**config.mk**
```make
export PLATFORM = sky130hd
export DESIGN_NAME = zynet_axil_regs
export DESIGN_NICKNAME = d
export VERILOG_FILES = /design/src/rtl/zynet_axil_regs.sv
export SDC_FILE = /design/constraint.sdc
export NUM_CORES = 1
export LEC_CHECK = 0
export BUFFER_PORTS_ARGS = -buffer_cell sky130_fd_sc_hd__buf_2
export CAP_MARGIN = 20
export CORE_UTILIZATION = 40
export CTS_CLUSTER_DIAMETER = 80
export CTS_CLUSTER_SIZE = 10
export DETAILED_ROUTE_END_ITERATION = 16
export PLACE_DENSITY = 0.67
export SYNTH_ARGS = -nofsm -noshare
export SYNTH_HDL_FRONTEND = slang
export SYNTH_SLANG_ARGS = --single-unit
```
**constraint.sdc**
```tcl
create_clock -name s_axi_aclk -period 2 [get_ports s_axi_aclk]
set_input_delay 0.3 -clock s_axi_aclk [delete_from_list [all_inputs] [get_ports s_axi_aclk]]
set_output_delay 0.3 -clock s_axi_aclk [all_outputs]
set_load 0.02 [all_outputs]
```
**src/rtl/zynet_axil_regs.sv**
```systemverilog
// AXI4-Lite responder and register file for the zyNet core: weight/bias load strobes,
// layer/neuron selection, result capture, final-layer readback and completion interrupt.
module zynet_axil_regs #(
  parameter int C_S_AXI_DATA_WIDTH = 32,
  parameter int C_S_AXI_ADDR_WIDTH = 5,
  parameter int dataWidth          = 16,
  parameter int numOut             = 10
) (
  input  logic                              s_axi_aclk,
  input  logic                              s_axi_aresetn,
  input  logic [C_S_AXI_ADDR_WIDTH-1:0]     s_axi_awaddr,
  input  logic                              s_axi_awvalid,
  output logic                              s_axi_awready,
  input  logic [C_S_AXI_DATA_WIDTH-1:0]     s_axi_wdata,
  input  logic [C_S_AXI_DATA_WIDTH/8-1:0]   s_axi_wstrb,
  input  logic                              s_axi_wvalid,
  output logic                              s_axi_wready,
  output logic [1:0]                        s_axi_bresp,
  output logic                              s_axi_bvalid,
  input  logic                              s_axi_bready,
  input  logic [C_S_AXI_ADDR_WIDTH-1:0]     s_axi_araddr,
  input  logic                              s_axi_arvalid,
  output logic                              s_axi_arready,
  output logic [C_S_AXI_DATA_WIDTH-1:0]     s_axi_rdata,
  output logic [1:0]                        s_axi_rresp,
  output logic                              s_axi_rvalid,
  input  logic                              s_axi_rready,
  output logic                              weightValid,
  output logic [dataWidth-1:0]              weightValue,
  output logic                              biasValid,
  output logic [dataWidth-1:0]              biasValue,
  output logic [31:0]                       config_layer_num,
  output logic [31:0]                       config_neuron_num,
  output logic                              softReset,
  input  logic [31:0]                       out,
  input  logic                              out_valid,
  input  logic [numOut*dataWidth-1:0]       nn_out,
  output logic                              intr
);

  localparam int IDX_W = (numOut > 1) ? $clog2(numOut) : 1;

  typedef enum logic [1:0] {W_IDLE, W_ACK, W_RESP} w_state_t;
  typedef enum logic [1:0] {R_IDLE, R_ACK, R_DATA} r_state_t;

  w_state_t w_state, w_next;
  r_state_t r_state, r_next;

  logic [2:0]                    wr_sel;
  logic [2:0]                    rd_sel;
  logic                          wr_fire;
  logic                          rd_done;
  logic                          result_ready;
  logic [31:0]                   result_reg;
  logic [IDX_W-1:0]              idx;
  logic [dataWidth-1:0]          nn_slice;
  logic [C_S_AXI_DATA_WIDTH-1:0] rd_mux;
  logic                          unused_addr_lsbs;

  assign unused_addr_lsbs = ^{s_axi_awaddr[1:0], s_axi_araddr[1:0]};

  assign wr_sel      = s_axi_awaddr[4:2];
  assign wr_fire     = (w_state == W_ACK);
  assign rd_done     = (r_state == R_DATA) && s_axi_rready;
  assign s_axi_bresp = 2'b00;
  assign s_axi_rresp = 2'b00;
  assign intr        = result_ready;

  function automatic logic [31:0] apply_strb(input logic [31:0] old_val,
                                             input logic [31:0] new_val,
                                             input logic [3:0]  strb);
    logic [31:0] res;
    res = old_val;
    for (int b = 0; b < 4; b++)
      if (strb[b]) res[8*b +: 8] = new_val[8*b +: 8];
    return res;
  endfunction

  // NOTE: state registers use non-blocking assignments so every flop samples pre-edge values.
  always_ff @(posedge s_axi_aclk) begin
    if (!s_axi_aresetn) begin
      w_state <= W_IDLE;
      r_state <= R_IDLE;
    end else begin
      w_state <= w_next;
      r_state <= r_next;
    end
  end

  // NOTE: every output of this block gets a default first, so no path can infer a latch.
  always_comb begin
    w_next        = w_state;
    s_axi_awready = 1'b0;
    s_axi_wready  = 1'b0;
    s_axi_bvalid  = 1'b0;
    case (w_state)
      W_IDLE: if (s_axi_awvalid && s_axi_wvalid) w_next = W_ACK;
      W_ACK: begin
        s_axi_awready = 1'b1;
        s_axi_wready  = 1'b1;
        w_next        = W_RESP;
      end
      W_RESP: begin
        s_axi_bvalid = 1'b1;
        if (s_axi_bready) w_next = W_IDLE;
      end
      default: w_next = W_IDLE;
    endcase
  end

  always_comb begin
    r_next        = r_state;
    s_axi_arready = 1'b0;
    s_axi_rvalid  = 1'b0;
    case (r_state)
      R_IDLE: if (s_axi_arvalid) r_next = R_ACK;
      R_ACK: begin
        s_axi_arready = 1'b1;
        r_next        = R_DATA;
      end
      R_DATA: begin
        s_axi_rvalid = 1'b1;
        if (s_axi_rready) r_next = R_IDLE;
      end
      default: r_next = R_IDLE;
    endcase
  end

  // Write side: strobes are cleared every cycle so they can never stretch past one clock.
  always_ff @(posedge s_axi_aclk) begin
    if (!s_axi_aresetn) begin
      weightValid       <= 1'b0;
      weightValue       <= '0;
      biasValid         <= 1'b0;
      biasValue         <= '0;
      config_layer_num  <= '0;
      config_neuron_num <= '0;
      softReset         <= 1'b1;
    end else begin
      weightValid <= 1'b0;
      biasValid   <= 1'b0;
      if (wr_fire) begin
        case (wr_sel)
          3'd0: begin
            weightValid <= 1'b1;
            weightValue <= s_axi_wdata[dataWidth-1:0];
          end
          3'd1: begin
            biasValid <= 1'b1;
            biasValue <= s_axi_wdata[dataWidth-1:0];
          end
          3'd3: config_layer_num  <= apply_strb(config_layer_num, s_axi_wdata, s_axi_wstrb);
          3'd4: config_neuron_num <= apply_strb(config_neuron_num, s_axi_wdata, s_axi_wstrb);
          3'd7: if (s_axi_wstrb[0]) softReset <= s_axi_wdata[0];
          default: ;
        endcase
      end
    end
  end

  // Set has priority over both clear sources.
  always_ff @(posedge s_axi_aclk) begin
    if (!s_axi_aresetn) begin
      result_reg   <= '0;
      result_ready <= 1'b0;
      idx          <= '0;
    end else begin
      if (out_valid) begin
        result_reg   <= out;
        result_ready <= 1'b1;
      end else if (softReset || (rd_done && rd_sel == 3'd2)) begin
        result_ready <= 1'b0;
      end
      if (out_valid)
        idx <= '0;
      else if (rd_done && rd_sel == 3'd5)
        idx <= (idx == IDX_W'(numOut - 1)) ? '0 : idx + 1'b1;
    end
  end

  assign nn_slice = nn_out[int'(idx)*dataWidth +: dataWidth];

  always_comb begin
    rd_mux = '0;
    case (s_axi_araddr[4:2])
      3'd2: rd_mux = result_reg;
      3'd3: rd_mux = config_layer_num;
      3'd4: rd_mux = config_neuron_num;
      3'd5: rd_mux = C_S_AXI_DATA_WIDTH'($signed(nn_slice));
      3'd6: rd_mux = C_S_AXI_DATA_WIDTH'({softReset, result_ready});
      3'd7: rd_mux = C_S_AXI_DATA_WIDTH'(softReset);
      default: rd_mux = '0;
    endcase
  end

  // Read data is frozen at the R_ACK edge and held through R_DATA.
  always_ff @(posedge s_axi_aclk) begin
    if (!s_axi_aresetn) begin
      rd_sel      <= '0;
      s_axi_rdata <= '0;
    end else if (r_state == R_ACK) begin
      rd_sel      <= s_axi_araddr[4:2];
      s_axi_rdata <= rd_mux;
    end
  end

endmodule
```
==> summary.md, run 1 <==
| Metric | Value |
|---|---|
| Worst hold path type | primary input to register |
| I/O pins | 387 |
| Power share of the sequential group | 0.435 |
| Final Cycle Share | 0.9302 |
| Global-route wire length before repair | 46.59 mm |
| Worst-Margin Slew | 657.3 ps |
| Final setup viols | 0 |
| Pint | 6.340 mW |
| Starting density of the core | 0.4129 |
| Post-synthesis sequential area ratio | 0.3840 |
| Worst endpoint required time | 2290 ps |
| CTS sink cnt | 175 |
| Post-DP HPWL | 23.12 mm |
| Clk slew on worst S/H paths | 70 ps |
| FILL cells | 2,015 |
| Vias | 8,393 |
| Startpoint types | register |
| Slew headroom | 0.5618 |
| Power, Total | 8.231 mW |
| Antenna violations before repair | 9 |
| H-Tree Depth | 4 |
| Max VDD drop | 0.0005705 V |
| Antenna-violating nets left | 0 |
| Total negative slack | 0 ps |
| Clk_lat worst skew | 420 ps |
| DR pass1 iterations | 4 |
| Minimum clock period | 1860 ps |
| LEAKAGE | 5.498 nW |
| Hold-fix buffers, CTS | 0 |
| Routed WL | 30.08 mm |
| Synth area leaders | dfxtp_1 (38%), mux2i_1 (18%), nor2b_1 (7.3%) |
| CP max FO | 13 |
| Vias per cell | 5.203 |
| Layout cells sized above 1 | 0.3922 |
| Fmax | 537.5 MHz |
| Status | completed |
| Vias in the first global route | 8,402 |
| Area added between synthesis and finish | 33.55% |
| Fin. Hold Viols | 0 |
| Die area | 0.02341 mm² |
| DRC | 0 |
| Clock network power share | 0.462 |
| Initial detailed-routing violation count | 366 |
| Die W | 153.0 µm |
| Routability cong. | 0.9099 |
| RSZ-0062 raised after global routing | false |
| Commonest non-fill, non-tap cell in the layout | buf_2 |
| Top-area cell type share of the netlist area | 0.3840 |
| CTS tree | yes |
| Crit Path Class | register to register |
| Synth warn | 0 |
| Pwr Density | 675.6 mW/mm² |
| Port buffer count | 378 |
| Worst hold slack | 96.28 ps |
| Nets@finish | 1,559 |
| Largest net degree at the start of global routing | 53 |
| CTS Buf Count | 17 |
| Core outline area | 0.02209 mm² |
| Sw Share | 0.2297 |
| Global-route usage over all layers | 0.2572 |
| Most frequent cells in the layout | buf_2 (377), dfxtp_1 (174), mux2i_1 (164), nor2b_1 (106), nand2_1 (71) |
| NetSw | 1.891 mW |
| MaxCap Viol Count | 0 |
| Sequential Area | 0.003507 mm² |
| Grt ovf | 0 |
| Post-synth cell types | 47 |
| Clock buffer depth | 2 |
| Die Height | 153.0 µm |
| Root Buffer | clkbuf_16 |
| Clk_skew | 8.759 ps |
| Yosys top cell by area | dfxtp_1 |
| Slew Viols, Final | 0 |
| Post-Syn Instances | 943 |
| Core Rows | 54 |
| CP Capture Type | register |
| Flops & latches, synth | 175 |
| Mapped cell area | 0.009122 mm² |
| WL/cell | 18.65 µm |
| Mean Syn Cell Area | 9.674 µm² |
| Multi-input logic area | 0.005228 mm² |
| Logic pwr share | 0.103 |
| CP arrival | 2150 ps |
per-layer routing:
metal	GRT usage	routed length, µm	vias to the layer above
met1	0.2953	12300	3917
li1	-	-	4096
met5	0	18	-
met3	0.06351	1990	73
met4	0.1352	1290	4
met2	0.4421	14480	303
power by group through the flow:
stage	clock network (mW)	registers, mW	logic, mW
floorplan	0	3.67	0.410
global placement	0	3.65	0.842
detailed placement	0	3.65	0.854
CTS	3.88	3.58	0.856
global route	4.00	3.58	0.923
finish	3.80	3.58	0.851
stage by stage:
step | setup slack [ps] | utilization | instance area [µm²] | std cells
2_1_floorplan | 322.6 | - | 9134 | 946
3_3_place_gp | 118.9 | 0.5184 | 11450 | 1571
3_5_place_dp | 126.6 | 0.5184 | 11450 | 1571
4_1_cts | 65.42 | 0.5492 | 12130 | 1603
5_1_grt | 10.42 | 0.5514 | 12180 | 1613
6_report | 139.6 | 0.5514 | 12180 | 1613
critical path, cell delays in order (launching register included):
cell	delay (ps)
dfxtp_4	450
buf_12	170
buf_4	130
mux2_2	330
and2_1	150
o211ai_1	360
a21oi_1	110
synthesized netlist by cell type, drive strengths merged:
library cell	n
mux2	16
a21boi	32
nand4	5
or3	1
a221oi	16
a211o	16
nor3b	5
nand2	71
or4b	1
o32ai	1
nor4	1
or4	1
o211ai	16
a211oi	31
a21oi	35
nor2b	106
a311oi	1
nor4b	1
o21a	3
clkbuf	45
nor3	2
dfxtp	175
nand3	3
buf	35
xor2	2
a41o	1
conb	1
and2	51
and3b	2
mux2i	164
nand2b	4
o21ai	35
mux4	16
inv	3
nand4b	2
nor2	42
clkinv	1
cells by family (layout without fill, tap and decap cells):
logic type / Yosys count / count (layout) / share of synthesized area
simple gates: 298 / 298 / 0.1804
mux: 196 / 196 / 0.2392
compound gates: 187 / 187 / 0.1457
flops: 175 / 175 / 0.3840
buf+inv: 84 / 464 / 0.04842
xor+xnor: 2 / 2 / 0.001921
other cells: 1 / 11 / 0.0004111
final timing paths:
check / to / slack (ps) / from / depth (start not counted)
setup / recovery: s_axi_rdata[12] / 140 / idx[0] / 6
hold / removal: r_state[0] / 100 / s_axi_arvalid / 3
setup reg to reg: s_axi_rdata[12] / 140 / idx[0] / 6
hold reg to reg: w_state[0] / 450 / w_state[1] / 1
final cells by class:
cell class | count | area share
Timing Repair Buffer | 428 | 0.1955
Inverter | 4 | 0.001541
Sequential cell | 175 | 0.2879
Clock buffer | 21 | 0.03954
Multi-Input combinational cell | 687 | 0.4291
Antenna cell | 7 | 0.001438
Clock inverter | 11 | 0.01623
Tap cell | 280 | 0.02876
timing repair:
item                       in CTS  in global routing
buffers inserted                0                  3
setup endpoints to repair       0                  4
resized for setup               0                  2
(Power assumes the default switching activity.)
==> run 2, diff against run 1 <==
==> constraint.sdc (replaced) <==
create_clock -name s_axi_aclk -period 2.23 [get_ports s_axi_aclk]
set_input_delay 0.3345 -clock s_axi_aclk [delete_from_list [all_inputs] [get_ports s_axi_aclk]]
set_output_delay 0.3345 -clock s_axi_aclk [all_outputs]
set_load 0.02 [all_outputs]
==> run 2 against run 1 <==
Against the previous run: non-clock buffer count fell by 19; flip-flop and latch count did not move; cell count fell by 1.4%; die area did not move; clock power fell by 19%; via count fell by 1.5%; clock-buffer cell count rose by 1; combinational power fell by 12%; routed wire length fell by 0.50%; largest power group is now sequential cells; highest routed layer unchanged.
==> summary.md, run 2 (synthesis gave the netlist of run 1 again) <==
| Metric | Value |
|---|---|
| Vias | 8,263 (-1.5%) |
| Vias in the first global route | 8,212 (-2.3%) |
| MaxCap Viol Count | 0 (unchanged) |
| Root Buffer | clkbuf_16 |
| Clk slew on worst S/H paths | 70 ps (about the same) |
| Starting density of the core | 0.4129 (unchanged) |
| Die Height | 153.0 µm (unchanged) |
| Startpoint types | register |
| Met3 usage | 0.06238 (-0.001134) |
| RSZ-0062 raised after global routing | false |
| Worst hold slack | 121.8 ps (+25.50 ps) |
| Antenna violations before repair | 5 (-4) |
| WL/cell | 18.81 µm (+0.87%) |
| Core Rows | 54 (unchanged) |
| Setup bufs post-CTS | 0 (unchanged) |
| Initial detailed-routing violation count | 447 (+22%) |
| Slew headroom | 0.5724 (+0.01060) |
| Global-route usage over all layers | 0.2543 (-0.002972) |
| Fmax | 500.0 MHz |
| Max VDD drop | 0.0005144 V (-9.8%) |
| Minimum clock period | 2000 ps |
| Worst endpoint required time | 1900 ps (-390 ps) |
| GR Util met1 | 0.2953 (about the same) |
| DRC | 0 (unchanged) |
| Most frequent cells in the layout | buf_2 (377), dfxtp_1 (174), mux2i_1 (164), nor2b_1 (106), nand2_1 (71) |
| Met2 Track Usage GR | 0.4513 (+0.009174) |
| FILL cells | 2,071 (+2.8%) |
| DR pass1 iterations | 4 (unchanged) |
| Pwr Density | 589.0 mW/mm² (-13%) |
| Vias per cell | 5.194 (-0.19%) |
| Fin. Hold Viols | 0 (unchanged) |
| CP max FO | 7 (-6) |
| Worst hold path type | primary input to register |
| Die area | 0.02341 mm² (unchanged) |
| Hold-fix buffers, CTS | 0 (unchanged) |
| Crit Path Class | register to output port |
| Clock buffer depth | 2 (unchanged) |
| Slew Viols, Final | 0 (unchanged) |
| H-Tree Depth | 4 (unchanged) |
| Layout cells sized above 1 | 0.3818 (-0.01037) |
| Clk_lat worst skew | 430 ps (about the same) |
| Largest net degree at the start of global routing | 173 (+230%) |
| Core outline area | 0.02209 mm² (unchanged) |
| Nets@finish | 1,540 (-1.2%) |
| Status | completed |
| CP arrival | 1670 ps (-480 ps) |
| CTS Buf Count | 17 (unchanged) |
| CP Capture Type | output port |
| LEAKAGE | 5.356 nW (-2.6%) |
| Top Usage Layer GRT | met2 |
| Final Cycle Share | 0.8969 |
| Final setup viols | 0 (unchanged) |
| Commonest non-fill, non-tap cell in the layout | buf_2 |
| Routability cong. | 0.9041 (-0.64%) |
| Routed WL | 29.93 mm (-0.50%) |
| Global-route wire length before repair | 46.18 mm (-0.87%) |
| Clk_skew | 10.80 ps (+2.037 ps) |
| Area added between synthesis and finish | 30.60% |
| CTS sink cnt | 175 (unchanged) |
| Die W | 153.0 µm (unchanged) |
| Antenna-violating nets left | 0 (unchanged) |
| Grt ovf | 0 (unchanged) |
| I/O pins | 387 (unchanged) |
| Port buffer count | 378 (unchanged) |
| Total negative slack | 0 ps (unchanged) |
| Resized Gates After CTS | 0 (unchanged) |
| Worst-Margin Slew | 641.4 ps (-15.91 ps) |
| CTS tree | yes |
| Post-DP HPWL | 22.46 mm (-2.9%) |
run 2: cell count changes in the layout (fill, tap and decap cells not counted), sizes merged:
cell / before / now
buf: 428 / 409
bufinv: 5 / 2
diode: 7 / 4
clkinv: 2 / 4
clkbuf: 21 / 22
run 2: layer usage:
metal	part of all wire	up-vias
li1	-	4040
met1	0.41	3870
met2	0.50	298
met3	0.065	53
met4	0.028	2
met5	0.00043	-
run 2: worst paths after layout:
kind / from / end / slack (ps) / cells after the start
setup / recovery: w_state[1] / s_axi_wready / 230 / 3
hold / removal: s_axi_arvalid / r_state[0] / 120 / 3
setup reg to reg: idx[0] / s_axi_rdata[13] / 250 / 5
hold reg to reg: w_state[1] / w_state[0] / 450 / 1
run 2: area by class of cell:
type,instances,area (µm²),share of cell area
clock buffers,22,485.5,0.04075
inverters,4,15.01,0.001260
multi-input cells,687,5221,0.4382
diodes,4,10.01,0.0008402
repair buffers,409,2202,0.1848
flip-flops and latches,175,3507,0.2944
well taps,280,350.3,0.02941
clock inverters,10,122.6,0.01029
run 2: critical path, stage by stage (launching register included):
cell and delay (ps):
dfxtp_1 360, nand2b_1 270, clkinv_1 340, buf_2 270
run 2: metrics by stage:
stage / utilization / instances / setup slack, ps / area, µm² / power [mW]
finish: 0.5392 / 1591 / 230.0 / 11910 / 7.017
detailed placement: 0.5113 / 1555 / 245.0 / 11300 / 4.028
global route: 0.5391 / 1590 / 126.7 / 11910 / 7.265
CTS: 0.5388 / 1587 / 216.5 / 11900 / 7.081
global placement: 0.5113 / 1555 / 281.3 / 11300 / 4.018
floorplan: - / 946 / 552.6 / 9134 / 3.656
run 2: power breakdown:
group | total [mW] | internal (mW) | switching [mW]
logic | 0.749 | 0.366 | 0.383
clock network | 3.06 | 1.79 | 1.27
registers | 3.21 | 3.18 | 0.0307
total | 7.02 | 5.33 | 1.68
==> run 3, diff against run 2 <==
--- a/config.mk
+++ b/config.mk
@@ -8,6 +8,7 @@
 export BUFFER_PORTS_ARGS = -buffer_cell sky130_fd_sc_hd__buf_2
 export CAP_MARGIN = 20
 export CORE_UTILIZATION = 40
+export CTS_BUF_LIST = sky130_fd_sc_hd__clkbuf_4 sky130_fd_sc_hd__clkbuf_8 sky130_fd_sc_hd__clkbuf_16
 export CTS_CLUSTER_DIAMETER = 80
 export CTS_CLUSTER_SIZE = 10
 export DETAILED_ROUTE_END_ITERATION = 16
==> run 3 against run 2 <==
Against the previous run: clock power about the same; largest cell class unchanged; cell count unchanged; highest routed layer unchanged; critical path type unchanged; cell area hardly changed; register-to-register slack barely moved.
==> summary.md, run 3 (synthesis gave the netlist of run 1 again) <==
| Metric | Value |
|---|---|
| Status | completed |
| Grt ovf | 0 (unchanged) |
| CTS tree | yes |
| Max VDD drop | 0.0005144 V (about the same) |
| Largest delay share family, worst path | buffers and inverters |
| MaxCap Viol Count | 0 (unchanged) |
| Hold endpoint | r_state[0] |
| Layout cells sized above 1 | 0.3833 (+0.001530) |
| Clock buffer depth | 2 (unchanged) |
| Worst endpoint required time | 1900 ps (about the same) |
| RSZ-0062 raised after global routing | false |
| Hold-fix buffers, CTS | 0 (unchanged) |
| Root Buffer | clkbuf_16 |
| Clk_lat worst skew | 430 ps (about the same) |
| Reg2reg end | s_axi_rdata[13] |
| LEAKAGE | 5.362 nW (+0.13%) |
| Minimum clock period | 2000 ps (unchanged) |
| Fmax | 500.0 MHz (unchanged) |
| Clk_skew | 10.83 ps (+0.03170 ps) |
| Antenna violations before repair | 5 (unchanged) |
| WP depth | 3 (unchanged) |
| Starting density of the core | 0.4129 (unchanged) |
| Buf/Inv on CP | 2 (unchanged) |
| Commonest non-fill, non-tap cell in the layout | buf_2 |
| Final Cycle Share | 0.8969 (unchanged) |
| Sequential Area | 0.003507 mm² (unchanged) |
| Final WS setup | 230.0 ps (unchanged) |
| Crit Path Class | register to output port |
| Max stage delay cell, worst path | dfxtp_1 |
| Fin. Hold Viols | 0 (unchanged) |
| Routed WL | 29.93 mm (unchanged) |
| Slew Viols, Final | 0 (unchanged) |
| Pwr Density | 590.7 mW/mm² (+0.29%) |
| Initial detailed-routing violation count | 448 (+0.22%) |
| Final setup viols | 0 (unchanged) |
| Vias per cell | 5.194 (about the same) |
| Startpoint types | register |
| Resized Gates After CTS | 0 (unchanged) |
| Worst hold slack | 121.8 ps (unchanged) |
| Worst-Margin Slew | 641.3 ps (-0.1255 ps) |
| CTS sink cnt | 175 (unchanged) |
| DRC | 0 (unchanged) |
| Power, Total | 7.042 mW (+0.35%) |
| Most frequent cells in the layout | buf_2 (377), dfxtp_1 (174), mux2i_1 (164), nor2b_1 (106), nand2_1 (71) |
| Die area | 0.02341 mm² (unchanged) |
| WL/cell | 18.81 µm (unchanged) |
| Die W | 153.0 µm (unchanged) |
| Slew headroom | 0.5725 (about the same) |
| Clk slew on worst S/H paths | 70 ps (about the same) |
| Slack of the worst reg-to-reg path | 250 ps (about the same) |
| Largest net degree at the start of global routing | 173 (unchanged) |
| Critical path cell sequence | nand2b_1 -> clkinv_1 -> buf_2 |
| Area added between synthesis and finish | 30.68% (about the same) |
| Final core occ | 0.5396 (about the same) |
| Setup bufs post-CTS | 0 (unchanged) |
| Total negative slack | 0 ps (unchanged) |
| Slowest stage delay, CP | 360 ps (about the same) |
| Post-DP HPWL | 22.46 mm (unchanged) |
| Multi-input logic area | 0.005221 mm² (unchanged) |
| FILL cells | 2,069 (-0.097%) |
| DR pass1 iterations | 4 (unchanged) |
| FF-to-FF Start | idx[0] |
| CP Capture Type | output port |
| I/O pins | 387 (unchanged) |
| Reg2Reg Depth | 5 (unchanged) |
| Vias in the first global route | 8,212 (unchanged) |
| H-Tree Depth | 4 (unchanged) |
| Antenna-violating nets left | 0 (unchanged) |
| CP max FO | 7 (unchanged) |
| Core outline area | 0.02209 mm² (unchanged) |
| Global-route wire length before repair | 46.18 mm (unchanged) |
| Port buffer count | 378 (unchanged) |
| CP arrival | 1670 ps (about the same) |
| Worst hold path type | primary input to register |
| Hold Crit Depth | 3 (unchanged) |
| Die Height | 153.0 µm (unchanged) |
| Worst Hold Launch | s_axi_arvalid |
| Global-route usage over all layers | 0.2543 (unchanged) |
| Core Rows | 54 (unchanged) |
| Dpl ws | 245.0 ps (unchanged) |
| Nets@finish | 1,540 (unchanged) |
| Vias | 8,264 (+0.012%) |
| Routability cong. | 0.9041 (unchanged) |
| CTS Buf Count | 17 (unchanged) |
[run 3: cell counts in the layout (fill, tap and decap cells not counted)]
Identical to the previous run, type by type.
[run 3: worst max-delay path by stage]
stage | startpoint | slack [ps] | endpoint
after floorplan | idx[0] | 550 | s_axi_rdata[21]
after detailed placement | idx[0] | 240 | s_axi_rdata[13]
after global routing | w_state[1] | 130 | s_axi_wready
after global placement | idx[0] | 280 | s_axi_rdata[13]
final | w_state[1] | 230 | s_axi_wready
after CTS | w_state[1] | 220 | s_axi_awready
[run 3: worst register-to-register path, stage by stage, from the launching register on]
cell,delay [ps]
dfxtp_4,510
buf_12,240
mux4_2,520
a211o_1,270
o211ai_1,190
a21oi_1,110
[run 3: metal layers]
layer  global-route usage  share of wire
met5                    0        0.00043
met2               0.4513           0.50
met4              0.09380          0.028
met3              0.06238          0.065
met1               0.2953           0.41
[run 3: stage by stage]
step / cell area, µm² / std cells
after floorplan: 9134 / 946
after global placement: 11300 / 1555
after detailed placement: 11300 / 1555
after CTS: 11910 / 1587
after global routing: 11920 / 1590
final: 11920 / 1591
[run 3: cell type report]
type,count,area share
well taps,280,0.02939
clock inverters,10,0.01029
clock buffers,22,0.04135
repair buffers,409,0.1847
flip-flops and latches,175,0.2942
diodes,4,0.0008396
inverters,4,0.001259
multi-input cells,687,0.4380
[run 3: power by group]
group | internal [mW] | switching, mW | leakage (nW)
clock | 1.82 | 1.27 | 0.301
combinational | 0.366 | 0.383 | 3.64
sequential | 3.18 | 0.0307 | 1.42
